`src/rtl/uart_transmitter.sv`:
```
// rtl/uart_transmitter.sv - 8N1/8N2 UART serialiser with one-entry holding buffer
module uart_transmitter #(
    parameter logic [15:0] BIT_RATE_VAL = 16'h01B0,
    parameter int          STOP_BITS    = 1
) (
    input  logic       clk,
    input  logic       res,
    input  logic       send,
    input  logic [7:0] din,
    output logic       ready,
    output logic       tx,
    output logic       done
);

    typedef enum logic [1:0] {
        IDLE  = 2'd0,
        START = 2'd1,
        DATA  = 2'd2,
        STOP  = 2'd3
    } state_t;

    // Counter reload gives BIT_RATE_VAL+3 cycles per bit (reload value down to 0 inclusive)
    localparam logic [15:0] RELOAD    = BIT_RATE_VAL + 16'd2;
    localparam logic        LAST_STOP = (STOP_BITS == 2);

    state_t      state;
    logic [15:0] cnt;
    logic [2:0]  bit_idx;
    logic        stop_idx;
    logic [7:0]  shift_q;
    logic [7:0]  hold_q;
    logic        hold_full;

    logic bit_end;
    logic last_stop_bit;
    logic frame_end;
    logic accept;

    assign bit_end       = (cnt == 16'd0);
    assign last_stop_bit = (state == STOP) && (stop_idx == LAST_STOP);
    assign frame_end     = last_stop_bit && bit_end;
    // Only blocked when a frame is running and a second byte is already waiting
    assign ready         = (state == IDLE) || !hold_full;
    assign accept        = send && ready;

    // Frame sequencer, bit timer, shifter and holding buffer
    always_ff @(posedge clk) begin
        if (res) begin
            state     <= IDLE;
            cnt       <= 16'd0;
            bit_idx   <= 3'd0;
            stop_idx  <= 1'b0;
            shift_q   <= 8'd0;
            hold_q    <= 8'd0;
            hold_full <= 1'b0;
            tx        <= 1'b1;
            done      <= 1'b0;
        end else begin
            // Raised on the edge that brings the final stop bit's counter to 0,
            // so it is high exactly during the last clk of the frame
            done <= last_stop_bit && (cnt == 16'd1);

            // A byte arriving mid-frame parks in the buffer; at frame end it goes straight to the shifter
            if (accept && (state != IDLE) && !frame_end) begin
                hold_q    <= din;
                hold_full <= 1'b1;
            end

            case (state)
                IDLE: begin
                    tx <= 1'b1;
                    if (accept) begin
                        shift_q <= din;
                        tx      <= 1'b0;
                        cnt     <= RELOAD;
                        state   <= START;
                    end
                end
                START: begin
                    if (bit_end) begin
                        tx      <= shift_q[0];
                        bit_idx <= 3'd0;
                        cnt     <= RELOAD;
                        state   <= DATA;
                    end else begin
                        cnt <= cnt - 16'd1;
                    end
                end
                DATA: begin
                    if (bit_end) begin
                        cnt <= RELOAD;
                        if (bit_idx == 3'd7) begin
                            tx       <= 1'b1;
                            stop_idx <= 1'b0;
                            state    <= STOP;
                        end else begin
                            shift_q <= {1'b0, shift_q[7:1]};
                            tx      <= shift_q[1];
                            bit_idx <= bit_idx + 3'd1;
                        end
                    end else begin
                        cnt <= cnt - 16'd1;
                    end
                end
                STOP: begin
                    if (bit_end) begin
                        if (stop_idx == LAST_STOP) begin
                            if (hold_full) begin
                                shift_q   <= hold_q;
                                hold_full <= 1'b0;
                                tx        <= 1'b0;
                                cnt       <= RELOAD;
                                state     <= START;
                            end else if (accept) begin
                                shift_q <= din;
                                tx      <= 1'b0;
                                cnt     <= RELOAD;
                                state   <= START;
                            end else begin
                                tx    <= 1'b1;
                                state <= IDLE;
                            end
                        end else begin
                            stop_idx <= 1'b1;
                            cnt      <= RELOAD;
                        end
                    end else begin
                        cnt <= cnt - 16'd1;
                    end
                end
                default: begin
                    tx    <= 1'b1;
                    state <= IDLE;
                end
            endcase
        end
    end

endmodule

```
`config.mk`:
```
export PLATFORM = sky130hd
export DESIGN_NAME = uart_transmitter
export DESIGN_NICKNAME = d
export VERILOG_FILES = /design/src/rtl/uart_transmitter.sv
export SDC_FILE = /design/constraint.sdc
export NUM_CORES = 1
export LEC_CHECK = 0
export ABC_AREA = 1
export CORE_UTILIZATION = 45
export CTS_CLUSTER_DIAMETER = 80
export DETAILED_ROUTE_END_ITERATION = 6
export GPL_ROUTABILITY_DRIVEN = 0
export MAX_ROUTING_LAYER = met4
export PLACE_DENSITY_LB_ADDON = 0.08
export RECOVER_POWER = 50
export SLEW_MARGIN = 20
export SYNTH_ARGS = -nofsm -noshare
export SYNTH_HDL_FRONTEND = slang
export SYNTH_SLANG_ARGS = --single-unit
```
`constraint.sdc`:
```
create_clock -name clk -period 3.38 [get_ports clk]
set_clock_uncertainty 0.05 [all_clocks]
set_input_delay 0.676 -clock clk [delete_from_list [all_inputs] [get_ports clk]]
set_output_delay 0.676 -clock clk [all_outputs]
set_load 0.02 [all_outputs]
```
* After elaboration in Yosys (flattened, before gate mapping) *
Cells that the tools add are included.

storage, ports and cells
  bits in registers = 41

operators by class
  add/subtract/negate cells = 2
  eq/ne operators = 12
  mux-type cells = 44
  bitwise gates (word level) = 1
  reductions and logical operators = 21

operators by type and width
  kind                   number
  $mux 16                5
  $mux 8                 6
  $pmux 16 s3            1
  $pmux 8 s3             1
  $mux 1                 18
  $eq 16x1->1 const B    1
  $logic_not 16->1       1
  $sub 16x1->16 const B  1
  $ne 2x2->1 const B     7
  $mux 2                 6
  $reduce_and 4->1       3
  $mux 3                 3
  $pmux 2 s4             1
  $logic_and 1x1->1      6
  $pmux 3 s2             1
  $reduce_and 6->1       1
  $reduce_bool 2->1      3
  $reduce_and 5->1       1
  $eq 2x2->1 const B     2
  $pmux 1 s4             1
  $add 3x1->3 const B    1
  $eq 3x3->1 const B     1
  $reduce_bool 3->1      1
  $eq 2x1->1 const B     1
  other kinds (6)        7

* Depth between registers and ports, before layout *
Gate-level depths: netlist (run 1).

  word-level depth = 10
  depth in mapped cells = 13
  depth with buffers taken out = 12

* Worst setup path after synthesis (run 1) *
No wires, ideal clock.

  path kind = register to register
  start point = reg state[0]
  end point = reg shift_q[0]
  setup time = 0.111 ns
  data arrival time = 1.547 ns
  data required time = 3.219 ns
  setup slack = 1.671 ns
  cell stages (with the launch flop) = 14
  clock period less this slack = 1.709 ns
  cell sequence = dfxtp_1 > inv_1 > ha_1 > inv_2 > nand2_4 > nand2_2 > buf_6 > nand2_1 > nand2_1 > nand2_1 > nand2_1 > nand2_1 > nor2_1 > nor2_1

on the way
  longest elaborated chain between the ends = 8
  elaborated cells on any way between the ends = 16
  classes of those cells = eq/ne (6); mux (5); reduce/logical (5)

RTL lines
  what                    RTL line  source
  from (decl)             26        state_t state;
  from (signal assigned)  49        state <= IDLE;
  from (signal assigned)  76        state <= START;
  from (signal assigned)  84        state <= DATA;
  $logic_not 2->1 (*)     43        assign ready = (state == IDLE) || !hold_full;
  $logic_or 1x1->1 (*)    43
  named net ready         10        output logic ready,
  $logic_and 1x1->1 (*)   44        assign accept = send && ready;
  $mux 8 (*)              -
  $mux 8 (3 in a row)     -
  $pmux 8 s3 (*)          69        case (state)
  to (signal assigned)    73        shift_q <= din;
  to (signal assigned)    97        shift_q <= {1'b0, shift_q[7:1]};
  to (signal assigned)    109       shift_q <= hold_q;
  to (decl)               30        logic [7:0] shift_q;

Mark *: on every way through the listed nets, which the timed path passes. The rest lies on a longest branch. The select of a mux whose other input is x is not followed.
A chain may end at the register's enable or synchronous reset.

* Worst setup path in the final report (run 1) *
  start point = reg state[0]
  end point = out ready

on the way
  longest elaborated chain between the ends = 2

RTL lines
  what              RTL line
  $logic_not 2->1   43
  $logic_or 1x1->1  43
  to (decl)         10

Every way passes these cells.

==> flow_summary.yaml, run 1 <==
power:
  p_leak_nw: 1.420
  p_comb_frac: 0.585
  power.internal_mw: 1.336
  clkPwrFrac: 0.150
  power_mw: 2.645
  p_switching_mw: 1.309
  sequentialPowerShare: 0.265
  max-vdd-ir-drop_v: 0.0005620
  p_sw_frac: 0.4948
  p_per_area_nw_per_um2: 910.6
route:
  routed_wirelength_mm: 6.454
  via_per_inst: 5.059
  route.detailed.drc: 0
  firstDrtPassIters: 4
  avgRoutedWirePerCell_um: 12.63
  vias: 2585
  postRouteAntennaNets: 0
  drtIter0Drc: 198
clocking:
  cts_setup_buffers: 0
  cts_sinks: 40
  clock_latency_ps: 290
  clock_path_buffers: 2
  numCtsBuffers: 5
  cts_hold_buf: 0
  cts_tree: "built"
  ctsResizeCount: 0
  root_buffer: "clkbuf_8"
  htreeDepth: 2
  clk_pin_slew_ps: 80
hold_path:
  hp-class: "reg -> reg"
synthesis:
  ys_ff_latch: 40
  ys_types: 29
  synth_top_area_frac: 0.3046
  syn-num-nets: 445
  syn_area_sq_um: 2629
  ys_seq_area_frac: 0.3046
  syn_area_per_cell_sq_um: 6.185
  synthTopCellsByArea: "dfxtp_1 30%, nand2_1 18%, nand3_1 9.7%"
  yosysTopAreaCell: "dfxtp_1"
  syn_inst: 425
  yosys_warnings: 0
timing:
  timing.fmax_ghz: 0.3834
  slew_viol_final: 0
  hold_viol_final: 0
  setup_violations: 0
  tightest_slew_ps: 899.4
  slew_headroom: 0.4004
  finalSetupTns_ps: 0
  rsz0062_at_grt: "false"
  finalCritPeriodShare: 0.7718
  layout_min_cycle_time_ps: 2609
floorplan:
  rows: 27
  num_io_pins: 14
  dieArea_sq_um: 6151
  die_w_um: 78.43
  start_util: 0.4716
  coreArea_sq_um: 5574
  die_y_um: 78.43
setup_path:
  end_kind: "output pin"
  critPathArrivalTime_ps: 1880
  start_kind: "register"
  path_class: "reg -> out"
  r2r_slack_ps: 1090
  path_max_fanout: 10
  cp.required_ps: 2650
grt:
  grt_pass1_wl_mm: 11.76
  grt_usage: 0.2478
  grt_max_degree: 21
  grt-ovfl-total: 0
  antenna_found_initial: 0
  grt_pass1_vias: 2516
flow_run:
  drv_cap: 0
layout:
  areaGrowthSynthToFinish_pct: 10.52
  drive_gt1_frac: 0.05923
  nets: 458
  antenna_cells: 0
place:
  dpl.hpwl_mm: 4.519
  portBuffers: 13
outcome:
  status: "finished clean"
## final timing paths
check	depth (start not counted)	start	endpoint
setup reg to reg	7	state[0]	cnt[15]
hold / removal	2	hold_q[1]	hold_q[1]
setup / recovery	5	state[0]	ready
hold reg to reg	2	hold_q[1]	hold_q[1]
## cell usage after synthesis (all sizes together)
library cell / n
nand3b: 7
dfxtp: 40
ha: 9
a31oi: 1
nor2: 66
and2: 2
nor3: 1
inv: 50
or2: 1
xnor2: 2
nand3: 52
xor2: 5
a21oi: 27
nand4: 2
nand2: 136
clkbuf: 8
o211ai: 2
buf: 3
o21ai: 11
## state kept, by name, summed over array words and instances (netlist names)
name       flops
bit_idx        3
cnt           16
done           1
hold_full      1
hold_q         8
shift_q        8
state          2
tx             1
## routing by layer
metal  part of all wire  GRT usage
met5                  0          -
met4             0.0048    0.06111
met3              0.059    0.02442
met2               0.43     0.3833
met1               0.50     0.3466
## cell usage in the layout (no fill, tap or decap), drive strengths merged, types with 4 or more instances in the layout
cell type / n
nand2: 136
a21oi: 27
xor2: 5
dfxtp: 40
inv: 50
ha: 9
o21ai: 11
nor2: 66
clkbuf: 6
nand3: 52
clkdlybuf4s50: 9
buf: 4
dlygate4sd3: 4
nand3b: 7
## power by group through the flow
stage | Sequential, mW | Combinational, mW | Clock (mW)
5_1_grt | 0.721 | 1.80 | 0.428
3_3_place_gp | 0.712 | 1.54 | 0
6_report | 0.702 | 1.55 | 0.396
4_1_cts | 0.702 | 1.57 | 0.408
2_1_floorplan | 0.697 | 1.25 | 0
3_5_place_dp | 0.712 | 1.56 | 0
## layout make-up
cell class                 count  area [sq um]
inverter                      50         187.7
timing repair buffer          17         160.2
fill                         603          2669
tap                           72         90.09
sequential                    40         800.8
clock inverter                 2         35.03
clock buffer                   6         72.57
multi-input combinational    324          1559
## per-stage QoR
step / instances / hold WS [ps] / utilization / area (sq um) / setup WS, ps
2_1_floorplan: 425 / 390.7 / - / 2629 / 1671
3_3_place_gp: 503 / 400.9 / 0.5044 / 2811 / 962.7
3_5_place_dp: 503 / 408.3 / 0.5044 / 2811 / 929.0
4_1_cts: 511 / 419.4 / 0.5237 / 2919 / 777.4
5_1_grt: 511 / 450.3 / 0.5212 / 2905 / 660.4
6_report: 511 / 417.8 / 0.5212 / 2905 / 771.5
## worst max-delay path, cell delays in order (launching register included)
cell,delay (ps)
dfxtp_1,410
inv_1,100
ha_1,230
inv_2,160
nand2_4,130
clkdlybuf4s50_1,560
## kinds of logic (layout without fill, tap and decap cells)
kind of cell / Yosys count / count (layout) / synth area share
simple gates: 267 / 267 / 0.4488
buf+inv: 61 / 75 / 0.09709
xor+xnor: 7 / 7 / 0.02332
flops: 40 / 40 / 0.3046
fa+ha+maj: 9 / 9 / 0.04284
compound gates: 41 / 41 / 0.08329
(Power assumes the default switching activity.)
==> inputs of run 2 (changes only) <==
==> constraint.sdc (replaced) <==
create_clock -name clk -period 2.7 [get_ports clk]
set_clock_uncertainty 0.05 [all_clocks]
set_input_delay 0.54 -clock clk [delete_from_list [all_inputs] [get_ports clk]]
set_output_delay 0.54 -clock clk [all_outputs]
set_load 0.02 [all_outputs]
==> flow_summary.yaml, run 2 (synthesis results as in run 1) <==
outcome:
  status: "finished clean"
grt:
  grt_max_degree: 17
  antenna_found_initial: 0
  grt_pass1_wl_mm: 11.21
  grt-ovfl-total: 0
  grt_pass1_vias: 2364
  grt_usage: 0.2382
route:
  route.detailed.drc: 0
  avgRoutedWirePerCell_um: 12.52
  via_per_inst: 4.977
  drtIter0Drc: 170
  vias: 2553
  firstDrtPassIters: 4
  postRouteAntennaNets: 0
  routed_wirelength_mm: 6.425
power:
  p_switching_mw: 1.612
  p_sw_frac: 0.5034
  power.internal_mw: 1.590
  clkPwrFrac: 0.129
  p_per_area_nw_per_um2: 1106
  p_comb_frac: 0.596
  max-vdd-ir-drop_v: 0.0006348
  p_leak_nw: 1.414
  sequentialPowerShare: 0.275
clocking:
  root_buffer: "clkbuf_8"
  ctsResizeCount: 0
  cts_setup_buffers: 0
  cts_tree: "built"
  htreeDepth: 2
  cts_sinks: 40
  cts_hold_buf: 0
  clock_path_buffers: 2
  numCtsBuffers: 5
  clk_pin_slew_ps: 80
  clock_latency_ps: 290
timing:
  layout_min_cycle_time_ps: 2484
  setup_violations: 0
  timing.fmax_ghz: 0.4026
  worst_slack_ps: 216.3
  hold_viol_final: 0
  tightest_slew_ps: 894.4
  rsz0062_at_grt: "false"
  finalCritPeriodShare: 0.9199
  slew_headroom: 0.4037
  worst_hold_slack_ps: 419.6
  slew_viol_final: 0
  finalSetupTns_ps: 0
floorplan:
  coreArea_sq_um: 5574
  dieArea_sq_um: 6151
  die_w_um: 78.43
  start_util: 0.4716
  die_y_um: 78.43
  rows: 27
  num_io_pins: 14
place:
  placed_cell_area_sq_um: 2826
  portBuffers: 13
  dp.cells: 505
  pre_cts_ws_ps: 518.0
  dpl.hpwl_mm: 4.661
layout:
  fin_cells: 513
  largest_register_ffs: 16
  nFillCells: 578
  final_cell_area_sq_um: 2895
  areaGrowthSynthToFinish_pct: 10.14
  top_register: "cnt"
  reg_top3: "cnt (16), hold_q (8), shift_q (8)"
  drive_gt1_frac: 0.05669
  final_cell_mix: "130 x nand2_1, 61 x nor2_1, 51 x nand3_1"
  nets: 460
  final_common_cell: "nand2_1"
  antenna_cells: 0
setup_path:
  timing.rr.end: "shift_q[5]"
  cp.required_ps: 2110
  critPathArrivalTime_ps: 1890
  start_kind: "register"
  path_class: "reg -> out"
  end_kind: "output pin"
  r2r_cells: 13
  path_max_fanout: 10
  r2r_slack_ps: 340
  reg2reg_from: "state[0]"
hold_path:
  hp-class: "reg -> reg"
  hold_end: "hold_q[6]"
  holdPathStages: 2
  hp-start: "hold_q[6]"
flow_run:
  drv_cap: 0
[run 2: worst max path at each step]
| stage | from | slack [ps] | to | cells past startpoint |
|---|---|---|---|---|
| 3_5_place_dp | send | 520 | hold_q[5] | 6 |
| 4_1_cts | state[0] | 200 | ready | 5 |
| 5_1_grt | state[1] | 120 | cnt[9] | 7 |
| 3_3_place_gp | state[0] | 540 | ready | 5 |
| 6_report | state[0] | 220 | ready | 5 |
| 2_1_floorplan | state[0] | 990 | shift_q[0] | 13 |
[run 2: power by group through the flow]
stage / logic [mW] / clock network [mW] / registers [mW]
after detailed placement: 1.94 / 0 / 0.894
after global placement: 1.93 / 0 / 0.890
after CTS: 1.96 / 0.428 / 0.880
after floorplan: 1.57 / 0 / 0.872
final: 1.91 / 0.414 / 0.881
after global routing: 2.21 / 0.459 / 0.908
[run 2: layout make-up]
cell class,count,area [sq um],area share
clock buffer,8,90.09,0.03111
inverter,50,187.7,0.06482
multi-input combinational,324,1555,0.5372
sequential,40,800.8,0.2766
tap,72,90.09,0.03111
timing repair buffer,19,171.4,0.05920
[run 2: worst max-delay path, stage by stage (launching register included)]
cell	delay [ps]
dfxtp_1	410
inv_1	110
ha_1	230
inv_2	160
nand2_4	130
clkdlybuf4s50_1	560
[run 2: stage by stage]
stage | total power [mW] | utilization
after floorplan | 2.441 | -
after global placement | 2.821 | 0.5071
after detailed placement | 2.839 | 0.5071
after CTS | 3.266 | 0.5232
after global routing | 3.580 | 0.5194
final | 3.203 | 0.5194
[run 2: metal layers]
metal,global-route usage,vias up,routed length [um]
met4,0.06296,0,62
met5,-,-,0
li1,-,1363,-
met3,0.03605,7,337
met1,0.3364,1125,3332
met2,0.3526,58,2692
==> inputs of run 3 (changes only) <==
--- a/config.mk
+++ b/config.mk
@@ -12,7 +12,6 @@
 export GPL_ROUTABILITY_DRIVEN = 0
 export MAX_ROUTING_LAYER = met4
 export PLACE_DENSITY_LB_ADDON = 0.08
-export RECOVER_POWER = 50
 export SLEW_MARGIN = 20
 export SYNTH_ARGS = -nofsm -noshare
 export SYNTH_HDL_FRONTEND = slang
==> flow_summary.yaml, run 3 (synthesis results as in run 1) <==
floorplan:
  rows: 27
  coreArea_sq_um: 5574
  start_util: 0.4716
  num_io_pins: 14
  dieArea_sq_um: 6151
  die_y_um: 78.43
  die_w_um: 78.43
grt:
  grt_max_degree: 17
  grt-ovfl-total: 0
  grt_pass1_wl_mm: 11.21
  grt_usage: 0.2382
  grt_pass1_vias: 2364
  antenna_found_initial: 0
route:
  avgRoutedWirePerCell_um: 12.59
  routed.top_layer: "met4"
  firstDrtPassIters: 4
  drtIter0Drc: 192
  wl_met1_mm: 3.367
  vias: 2550
  route.detailed.drc: 0
  via_per_inst: 4.971
  postRouteAntennaNets: 0
  met3_length_um: 293
  routed_wirelength_mm: 6.458
  wl_met2_mm: 2.736
layout:
  final_common_cell: "nand2_1"
  final_cell_mix: "128 x nand2_1, 61 x nor2_1, 51 x nand3_1"
  top_register: "cnt"
  final_cell_area_sq_um: 2917
  areaGrowthSynthToFinish_pct: 10.95
  antenna_cells: 0
  nets: 460
  drive_gt1_frac: 0.06803
  reg_top3: "cnt (16), hold_q (8), shift_q (8)"
  largest_register_ffs: 16
place:
  placed_cell_area_sq_um: 2826
  portBuffers: 13
  dpl.hpwl_mm: 4.661
setup_path:
  crit_family: "buffers and inverters"
  start_kind: "register"
  path_max_fanout: 10
  crit_buf_inv: 3
  critPathArrivalTime_ps: 1900
  end_kind: "output pin"
  cp.required_ps: 2110
  cp_slowest_cell: "clkdlybuf4s50_1"
  critical-path-max-stage-delay_ps: 560
  crit_chain: "inv_1, ha_1, inv_2, nand2_4, clkdlybuf4s50_1"
  path_class: "reg -> out"
timing:
  slew_headroom: 0.5677
  slew_viol_final: 0
  setup_violations: 0
  timing.fmax_ghz: 0.4011
  hold_viol_final: 0
  tightest_slew_ps: 646.0
  finalSetupTns_ps: 0
  finalCritPeriodShare: 0.9233
  layout_min_cycle_time_ps: 2493
  rsz0062_at_grt: "false"
power:
  p_per_area_nw_per_um2: 1114
  power_mw: 3.249
  max-vdd-ir-drop_v: 0.0006349
  p_leak_nw: 1.418
clocking:
  htreeDepth: 2
  ctsResizeCount: 0
  cts_sinks: 40
  root_buffer: "clkbuf_8"
  cts_tree: "built"
  cts_setup_buffers: 0
  numCtsBuffers: 5
  clock_path_buffers: 2
  cts_hold_buf: 0
  clk_pin_slew_ps: 80
  clock_latency_ps: 290
flow_run:
  drv_cap: 0
outcome:
  status: "finished clean"
hold_path:
  hp-class: "reg -> reg"
## run 3: cell types whose count changed in the layout (fill, tap and decap cells not counted), sizes merged
cell / previous run / this run
clkbuf: 9 / 8
buf: 5 / 6
dlygate4sd3: 2 / 0
clkdlybuf4s50: 11 / 13
## run 3: tightest hold or removal path: stages, from the launching register on
cell	delay [ps]
dfxtp_1	320
nand2_1	60
a21oi_1	50
## run 3: cell type report
class                      count  area, sq um
fill                         573         2658
multi-input combinational    324         1573
sequential                    40        800.8
inverter                      50        187.7
timing repair buffer          19        175.2
clock buffer                   8        90.09
tap                           72        90.09
## run 3: power breakdown
part	switching (mW)	internal, mW	total [mW]
Clock	0.204	0.209	0.413
Sequential	0.128	0.752	0.880
Combinational	1.30	0.651	1.96
Total	1.64	1.61	3.25
## run 3: routing by layer
| metal | up-vias | global-route usage |
|---|---|---|
| li1 | 1362 | - |
| met2 | 47 | 0.3526 |
| met1 | 1133 | 0.3364 |
| met3 | 8 | 0.03605 |
| met5 | - | - |
| met4 | 0 | 0.06296 |
## run 3: path summary, 6_finish.rpt
kind,from,end,cells after the start,slack [ps]
min reg2reg,hold_q[0],hold_q[0],2,420
min,hold_q[0],hold_q[0],2,420
max reg2reg,state[0],shift_q[5],13,550
max,state[0],ready,5,210
## run 3: through the flow
step	instances	setup slack (ps)	hold slack (ps)	util
after floorplan	425	991.2	390.7	-
after detailed placement	505	518.0	409.2	0.5071
final	513	207.0	418.7	0.5232
after global routing	513	142.3	451.6	0.5232
after CTS	513	200.9	421.3	0.5232
after global placement	505	536.9	405.1	0.5071
